<file path="src/rtl/uart_mmio_if.sv">
// uart_mmio_if: CPU-side load/store bus for the UART MMIO window.
//   addr   CPU byte address of the current access
//   wdata  store data (only [7:0] meaningful to the UART)
//   we     one-cycle store strobe
//   re     one-cycle load strobe
//   rdata  load data, combinational in the responder
// master: CPU side.  slave: responder side.
interface uart_mmio_if;
    logic [31:0] addr;
    logic [31:0] wdata;
    logic        we;
    logic        re;
    logic [31:0] rdata;

    modport master (output addr, output wdata, output we, output re, input rdata);
    modport slave  (input addr, input wdata, input we, input re, output rdata);
endinterface

</file>
<file path="src/rtl/uart_mmio_responder.sv">
// uart_mmio_responder: device-side responder for the UART window (addr[31:28] == 4'b1000).
// Registers (addr[3:0]):
//   0x0 control  {29'b0, overrun, rx_valid, tx_ready}; a load clears overrun (FIFO build)
//   0x4 receive  {24'b0, rx_byte}; a load pops the received byte
//   0x8 transmit store wdata[7:0] starts an 8N1 frame when tx_ready
// Ports:
//   clk         system clock, rising edge
//   rst         asynchronous active-high reset
//   bus         uart_mmio_if.slave (addr, wdata, we, re in; rdata out)
//   serial_in   UART RX pin, asynchronous, idle high
//   serial_out  UART TX pin, idle high
// Build option: define UART_RX_FIFO_EN for a FIFO_DEPTH-entry receive FIFO with a sticky
// overrun flag; otherwise a single holding register that newer bytes overwrite.
module uart_mmio_responder #(
    parameter int unsigned CLOCK_FREQ = 50_000_000,
    parameter int unsigned BAUD_RATE  = 115_200,
    parameter int unsigned FIFO_DEPTH = 4
) (
    input  logic         clk,
    input  logic         rst,
    uart_mmio_if.slave   bus,
    input  logic         serial_in,
    output logic         serial_out
);

    localparam int unsigned CLKS_PER_BIT = CLOCK_FREQ / BAUD_RATE;
    localparam int unsigned HalfBit      = (CLKS_PER_BIT / 2 > 0) ? CLKS_PER_BIT / 2 : 1;
    localparam int unsigned CntW         = $clog2(CLKS_PER_BIT + 1);
    localparam logic [CntW-1:0] BitEnd   = CntW'(CLKS_PER_BIT - 1);
    localparam logic [CntW-1:0] HalfEnd  = CntW'(HalfBit - 1);

    // ---------------- address decode ----------------
    logic hit, sel_ctrl, sel_rx, sel_tx;
    logic unused_bits;

    assign hit         = (bus.addr[31:28] == 4'b1000);
    assign sel_ctrl    = hit && (bus.addr[3:0] == 4'h0);
    assign sel_rx      = hit && (bus.addr[3:0] == 4'h4);
    assign sel_tx      = hit && (bus.addr[3:0] == 4'h8);
    assign unused_bits = ^{bus.wdata[31:8], bus.addr[27:4]};

    // ---------------- transmitter ----------------
    typedef enum logic [1:0] {TxIdle, TxStart, TxData, TxStop} tx_state_e;

    tx_state_e         tx_state_q, tx_state_d;
    logic [CntW-1:0]   tx_cnt_q, tx_cnt_d;
    logic [2:0]        tx_bit_q, tx_bit_d;
    logic [7:0]        tx_shift_q, tx_shift_d;
    logic              tx_line_q, tx_line_d;
    logic              tx_ready;

    assign tx_ready   = (tx_state_q == TxIdle);
    assign serial_out = tx_line_q;

    always_comb begin
        tx_state_d = tx_state_q;
        tx_cnt_d   = tx_cnt_q + 1'b1;
        tx_bit_d   = tx_bit_q;
        tx_shift_d = tx_shift_q;
        tx_line_d  = tx_line_q;
        unique case (tx_state_q)
            TxIdle: begin
                tx_cnt_d = '0;
                // Stores while busy are simply not looked at.
                if (bus.we && sel_tx) begin
                    tx_state_d = TxStart;
                    tx_shift_d = bus.wdata[7:0];
                    tx_line_d  = 1'b0;
                end
            end
            TxStart: begin
                if (tx_cnt_q == BitEnd) begin
                    tx_state_d = TxData;
                    tx_cnt_d   = '0;
                    tx_bit_d   = '0;
                    tx_line_d  = tx_shift_q[0];
                end
            end
            TxData: begin
                if (tx_cnt_q == BitEnd) begin
                    tx_cnt_d = '0;
                    if (tx_bit_q == 3'd7) begin
                        tx_state_d = TxStop;
                        tx_line_d  = 1'b1;
                    end else begin
                        tx_bit_d   = tx_bit_q + 1'b1;
                        tx_shift_d = tx_shift_q >> 1;
                        tx_line_d  = tx_shift_q[1];
                    end
                end
            end
            TxStop: begin
                if (tx_cnt_q == BitEnd) begin
                    tx_state_d = TxIdle;
                    tx_cnt_d   = '0;
                end
            end
            default: begin
                tx_state_d = TxIdle;
                tx_line_d  = 1'b1;
            end
        endcase
    end

    always_ff @(posedge clk or posedge rst) begin
        if (rst) begin
            tx_state_q <= TxIdle;
            tx_cnt_q   <= '0;
            tx_bit_q   <= '0;
            tx_shift_q <= '0;
            tx_line_q  <= 1'b1;
        end else begin
            tx_state_q <= tx_state_d;
            tx_cnt_q   <= tx_cnt_d;
            tx_bit_q   <= tx_bit_d;
            tx_shift_q <= tx_shift_d;
            tx_line_q  <= tx_line_d;
        end
    end

    // ---------------- receiver ----------------
    typedef enum logic [1:0] {RxIdle, RxStart, RxData, RxStop} rx_state_e;

    logic [1:0]        rx_sync_q;
    logic              rx_prev_q;
    logic              rx_s;
    rx_state_e         rx_state_q, rx_state_d;
    logic [CntW-1:0]   rx_cnt_q, rx_cnt_d;
    logic [2:0]        rx_bit_q, rx_bit_d;
    logic [7:0]        rx_shift_q, rx_shift_d;
    logic              rx_load;

    assign rx_s = rx_sync_q[1];

    always_comb begin
        rx_state_d = rx_state_q;
        rx_cnt_d   = rx_cnt_q + 1'b1;
        rx_bit_d   = rx_bit_q;
        rx_shift_d = rx_shift_q;
        rx_load    = 1'b0;
        unique case (rx_state_q)
            RxIdle: begin
                rx_cnt_d = '0;
                if (rx_prev_q && !rx_s) begin
                    rx_state_d = RxStart;
                end
            end
            RxStart: begin
                // Mid start bit: a line already back high was a glitch.
                if (rx_cnt_q == HalfEnd) begin
                    rx_cnt_d   = '0;
                    rx_bit_d   = '0;
                    rx_state_d = rx_s ? RxIdle : RxData;
                end
            end
            RxData: begin
                if (rx_cnt_q == BitEnd) begin
                    rx_cnt_d   = '0;
                    rx_shift_d = {rx_s, rx_shift_q[7:1]};
                    if (rx_bit_q == 3'd7) begin
                        rx_state_d = RxStop;
                    end else begin
                        rx_bit_d = rx_bit_q + 1'b1;
                    end
                end
            end
            RxStop: begin
                if (rx_cnt_q == BitEnd) begin
                    rx_cnt_d   = '0;
                    rx_state_d = RxIdle;
                    rx_load    = rx_s;  // stop bit 0 is a framing error: discard
                end
            end
            default: rx_state_d = RxIdle;
        endcase
    end

    always_ff @(posedge clk or posedge rst) begin
        if (rst) begin
            rx_sync_q  <= 2'b11;
            rx_prev_q  <= 1'b1;
            rx_state_q <= RxIdle;
            rx_cnt_q   <= '0;
            rx_bit_q   <= '0;
            rx_shift_q <= '0;
        end else begin
            rx_sync_q  <= {rx_sync_q[0], serial_in};
            rx_prev_q  <= rx_s;
            rx_state_q <= rx_state_d;
            rx_cnt_q   <= rx_cnt_d;
            rx_bit_q   <= rx_bit_d;
            rx_shift_q <= rx_shift_d;
        end
    end

    // ---------------- receive storage ----------------
    logic       pop_req;
    logic       rx_valid;
    logic [7:0] rx_byte;
    logic       overrun;

    assign pop_req = bus.re && sel_rx;

`ifdef UART_RX_FIFO_EN
    localparam int unsigned PtrW = (FIFO_DEPTH > 1) ? $clog2(FIFO_DEPTH) : 1;

    logic [7:0]  fifo_q [FIFO_DEPTH];
    logic [PtrW:0] wr_ptr_q, rd_ptr_q;
    logic        empty, full, do_pop, do_push, ctrl_rd;
    logic        overrun_q, overrun_d;

    assign ctrl_rd = bus.re && sel_ctrl;
    assign empty   = (wr_ptr_q == rd_ptr_q);
    assign full    = (wr_ptr_q[PtrW] != rd_ptr_q[PtrW]) &&
                     (wr_ptr_q[PtrW-1:0] == rd_ptr_q[PtrW-1:0]);
    assign do_pop  = pop_req && !empty;
    // A pop in the same cycle frees the slot, so a full FIFO still accepts the byte.
    assign do_push = rx_load && (!full || do_pop);

    always_comb begin
        overrun_d = overrun_q;
        if (ctrl_rd) begin
            overrun_d = 1'b0;
        end
        if (rx_load && full && !do_pop) begin
            overrun_d = 1'b1;
        end
    end

    always_ff @(posedge clk or posedge rst) begin
        if (rst) begin
            for (int i = 0; i < FIFO_DEPTH; i++) begin
                fifo_q[i] <= '0;
            end
            wr_ptr_q  <= '0;
            rd_ptr_q  <= '0;
            overrun_q <= 1'b0;
        end else begin
            if (do_push) begin
                fifo_q[wr_ptr_q[PtrW-1:0]] <= rx_shift_q;
                wr_ptr_q <= wr_ptr_q + 1'b1;
            end
            if (do_pop) begin
                rd_ptr_q <= rd_ptr_q + 1'b1;
            end
            overrun_q <= overrun_d;
        end
    end

    assign rx_valid = !empty;
    assign rx_byte  = fifo_q[rd_ptr_q[PtrW-1:0]];
    assign overrun  = overrun_q;
`else
    localparam int unsigned unused_fifo_depth = FIFO_DEPTH;

    logic [7:0] rx_data_q;
    logic       rx_valid_q;

    always_ff @(posedge clk or posedge rst) begin
        if (rst) begin
            rx_data_q  <= '0;
            rx_valid_q <= 1'b0;
        end else if (rx_load) begin
            // New byte wins over a same-cycle pop and overwrites an unread one.
            rx_data_q  <= rx_shift_q;
            rx_valid_q <= 1'b1;
        end else if (pop_req) begin
            rx_valid_q <= 1'b0;
        end
    end

    assign rx_valid = rx_valid_q;
    assign rx_byte  = rx_data_q;
    assign overrun  = 1'b0;
`endif

    // ---------------- load data ----------------
    always_comb begin
        bus.rdata = '0;
        if (sel_ctrl) begin
            bus.rdata = {29'b0, overrun, rx_valid, tx_ready};
        end else if (sel_rx) begin
            bus.rdata = {24'b0, rx_byte};
        end
    end

endmodule

</file>
<file path="src/flat_wrapper.sv">
// flat-port wrapper written by rule: the top's interface ports become plain ports
module uart_mmio_responder_flat 
#(
    parameter int unsigned CLOCK_FREQ = 50_000_000,
    parameter int unsigned BAUD_RATE  = 115_200,
    parameter int unsigned FIFO_DEPTH = 4
)
  (clk, rst, serial_in, serial_out, bus_addr, bus_wdata, bus_we, bus_re, bus_rdata);
  uart_mmio_if bus_i ();
  input  logic clk;
  input  logic rst;
  input  logic serial_in;
  output logic serial_out;
  input wire logic [$bits(bus_i.addr)-1:0] bus_addr;
  input wire logic [$bits(bus_i.wdata)-1:0] bus_wdata;
  input wire logic [$bits(bus_i.we)-1:0] bus_we;
  input wire logic [$bits(bus_i.re)-1:0] bus_re;
  output wire logic [$bits(bus_i.rdata)-1:0] bus_rdata;
  assign bus_i.addr = bus_addr;
  assign bus_i.wdata = bus_wdata;
  assign bus_i.we = bus_we;
  assign bus_i.re = bus_re;
  assign bus_rdata = bus_i.rdata;
  uart_mmio_responder #(.CLOCK_FREQ(CLOCK_FREQ), .BAUD_RATE(BAUD_RATE), .FIFO_DEPTH(FIFO_DEPTH)) u_core (.clk(clk), .rst(rst), .bus(bus_i), .serial_in(serial_in), .serial_out(serial_out));
endmodule
</file>
<file path="config.mk">
export PLATFORM = sky130hd
export DESIGN_NAME = uart_mmio_responder_flat
export DESIGN_NICKNAME = d
export VERILOG_FILES = /design/src/rtl/uart_mmio_if.sv /design/src/rtl/uart_mmio_responder.sv /design/src/flat_wrapper.sv
export SDC_FILE = /design/constraint.sdc
export NUM_CORES = 1
export LEC_CHECK = 0
export CAP_MARGIN = 20
export CORE_ASPECT_RATIO = 1.4
export CORE_MARGIN = 1
export CORE_UTILIZATION = 35
export DETAILED_ROUTE_END_ITERATION = 10
export PLACE_DENSITY = 0.66
export SKIP_LAST_GASP = 1
export SYNTH_ARGS = -nofsm -noshare
export SYNTH_HDL_FRONTEND = slang
export SYNTH_SLANG_ARGS = --single-unit
</file>
<file path="constraint.sdc">
create_clock -name clk -period 2.3 [get_ports clk]
set_clock_uncertainty 0.1 [all_clocks]
set_input_delay 0.46 -clock clk [delete_from_list [all_inputs] [get_ports clk]]
set_output_delay 0.46 -clock clk [all_outputs]
set_load 0.02 [all_outputs]
</file>
==> results.md <==
- Placed wire-length estimate: 3.66 mm
- Worst R2R Setup Slack: 0.15 ns
- Most used DFF post-synth: dfrtp_1
- # fillers: 816
- Total I/O pin count: 102
- Largest net degree at the start of global routing: 58
- Clock root cell: clkbuf_16
- Final worst slack: 0.0323 ns
- Post-synthesis adder-cell area fraction: about 5.7%
- Yosys cell types: 46
- Flops & latches, synth: 57
- Register area: 1430 um^2
- Final #Nets: 398
- Worst R2R Path Depth: 4
- DRT antenna net count: 0
- Synth area leaders: dfrtp_1, mux2_2, buf_4, ha_1, dfstp_2
- Crit share post-route: 98.6%
- Initial Util: 36.0%
- Vias per cell: ~4.7
- DIE WIDTH: roughly 81 um
- Hold path start: u_core.rx_sync_q[0]$_DFF_PP1_
- Cells after Synth: 269
- Setup crit end kind: primary output
- Area of the multi-input gates: 1500 um^2
- Final hold vios: 0
- RSZ-0062 raised after global routing: true
- Die area: 9120 um^2
- Clock buffer count from CTS: 9
- Worst EP arrival: between 1.5 and 2 ns
- Post-Synth Simple-Gate Area: approximately 14%
- Synth async-reset ratio: 100%
- Clock transition at path regs: 0.05 ns
- Compound-Gate Fraction of Synth Area: 6.95%
- Routed via count: 1,994
- Post-synthesis sequential area ratio: 46.8%
- Rows: 40
- Crit-path max FO: 3
- Mux contribution to synthesized area: 14.3%
- Worst EP required: 1.74 ns
- Synth warn: 0
- Yosys top cell by area: dfrtp_1
- Worst setup path class: in2out
- Total Routed Length: 5.15 mm
- First-iteration detailed-routing DRC count: 55
- Placer congestion estimate: 0.780
- Hold path endpoint: u_core.rx_sync_q[1]$_DFF_PP1_
- CTS max path bufs: 2
- Critical Path Start Type: input port
- Synth top area share: 43.4%
- Hold buffers post-CTS: 0
- FF-to-FF End: u_core.tx_shift_q[5]$_DFFE_PP0P_
- Layout Area Growth over Synthesis: 24.9%
- Max Cap Viol: 0
- Total grt overflow: 0
- CTS Sinks: 57
- PwrDens: ~930 nW/um^2
- Most frequent cells in the layout: dfrtp_1, nor2_1, mux2_2
- Min-Delay Path Depth: 0
- CTS tree: done
- Worst skew pair latency: 0.32 ns
- TNS Setup: 0 ns
- Port bufs: 29
- Min-Delay Path Class: reg2reg
- Crit path time final: 2.27 ns
- Post-Syn Area: 3060 um^2
- Largest family of logic cells by synthesized area: multiplexers
- Pwr Total: around 3600 uW
- Diode count: 0
- Max VDD drop: 534 uV
- Vias in the first global route: 1,972
- Crit. Startpoint: bus_addr[0]
- Post-Synth XOR/XNOR Area: about 4%
- Slew @ Worst Pin: 0.505 ns
- Status: completed
- First-pass GRT wire length: just under 9 mm
- Wire per inst: 12.1 um
- Pre-CTS WS: -0.830 ns
- FF-to-FF Start: u_core.tx_cnt_q[3]$_DFF_PP0_
- Post-layout util: 44.9%
- Core area: 8510 um^2
- Max-slew headroom: between 60% and 70%
- Drt first pass iters: 4
- Antenna violations before repair: 0
- Post-Syn Area per Cell: 11.4 um^2
- H-Tree Depth: 3
- Layout cells sized above 1: 28.1%
- EDFF count, synth: 0
- DRC Markers: 0
- Count of final setup violators: 0
- Commonest non-fill, non-tap cell in the layout: dfrtp_1
- Lkg Pwr: 0.00185 uW
- Fin. max-slew vios: 0
- Die Ht: 113 um
- Fmax: approximately 440 MHz
- Tot GR Track Use: 12.7%
## logic make-up (layout without fill, tap and decap cells)
logic type / count (synthesis) / after routing
other: 1 / 24
flip-flops: 57 / 57
multiplexers: 37 / 37
buffers and inverters: 42 / 70
AND/OR/NAND/NOR: 80 / 80
XOR/XNOR: 14 / 14
adder cells (fa/ha/maj): 14 / 14
AO/OA/AOI/OAI: 24 / 24
## state kept, by name, indices dropped and copies added, names as in the netlist, named ones only
register	flops
u_core.rx_byte	8
u_core.tx_bit_q	3
u_core.rx_shift_q	8
u_core.rx_state_q	1
u_core.tx_shift_q	8
u_core.serial_out	1
u_core.rx_sync_q	2
u_core.rx_prev_q	1
u_core.tx_state_q	2
u_core.tx_cnt_q	9
u_core.rx_cnt_q	9
u_core.rx_valid	1
u_core.rx_bit_q	3
## how the worst max path moves through the flow
stage | end | slack (ns) | cells after the start
floorplan | bus_rdata[0] | -0.02 | 3
global placement | bus_rdata[0] | -0.80 | 5
detailed placement | bus_rdata[1] | -0.83 | 5
CTS | bus_rdata[5] | -0.05 | 6
global route | bus_rdata[5] | -0.002 | 6
finish | bus_rdata[1] | 0.03 | 5
## power breakdown
| group | internal, uW | total, uW | switching, uW |
|---|---|---|---|
| combinational | 467 | 886 | 420 |
| sequential | 1140 | 1250 | 108 |
| clock | 974 | 1420 | 444 |
| total | 2590 | 3560 | 972 |
## through the flow
| stage | hold WS (ns) | instance area, um^2 | cells |
|---|---|---|---|
| 6_report | 0.255 | 3820 | 425 |
| 5_1_grt | 0.263 | 3820 | 425 |
| 4_1_cts | 0.255 | 3790 | 425 |
| 3_5_place_dp | 0.247 | 3460 | 408 |
| 3_3_place_gp | 0.247 | 3460 | 408 |
| 2_1_floorplan | 0.245 | 3150 | 292 |
## synth_stat cells (2+ instances only)
library cell	n
buf_4	24
inv_1	14
nand3_1	10
nor2_1	27
mux2_2	25
xnor2_1	9
and2_1	6
o21ai_0	6
nor4_1	2
ha_1	14
a21o_1	2
and3_1	3
clkbuf_1	3
or2_2	2
mux2i_1	5
nor2b_1	7
nand2_1	10
dfstp_2	4
xor2_1	5
dfrtp_1	53
mux2_4	7
nor3_1	2
a22o_1	5
nand4_1	2
## routing by layer
layer / up-vias / share of wire, % / global-route usage, %
met2: 53 / 49 / 20.8
met4: 0 / 2.0 / 6.07
met3: 9 / 5.8 / 4.39
met5: - / 0 / 0
met1: 960 / 43 / 14.5
li1: 972 / - / -
## cell type report
class,count,share of cell area (%)
sequential,57,37.5
timing repair buffer,40,9.99
tap,105,3.44
multi-input combinational,193,39.3
clock inverter,5,2.06
inverter,14,1.38
clock buffer,11,6.35
## critical path, stage by stage
cell    delay [ns]
buf_6         0.09
or4b_4        0.56
or3_4         0.35
nor2_1        0.10
buf_4         0.15
## what timing repair did
action,in CTS,in global routing
pin swaps,7,2
endpoints found under the setup margin,17,8
setup buffers,1,0
gates resized for setup,61,12
hold endpoints to repair,0,0
Power figures use the tool's default switching activity.
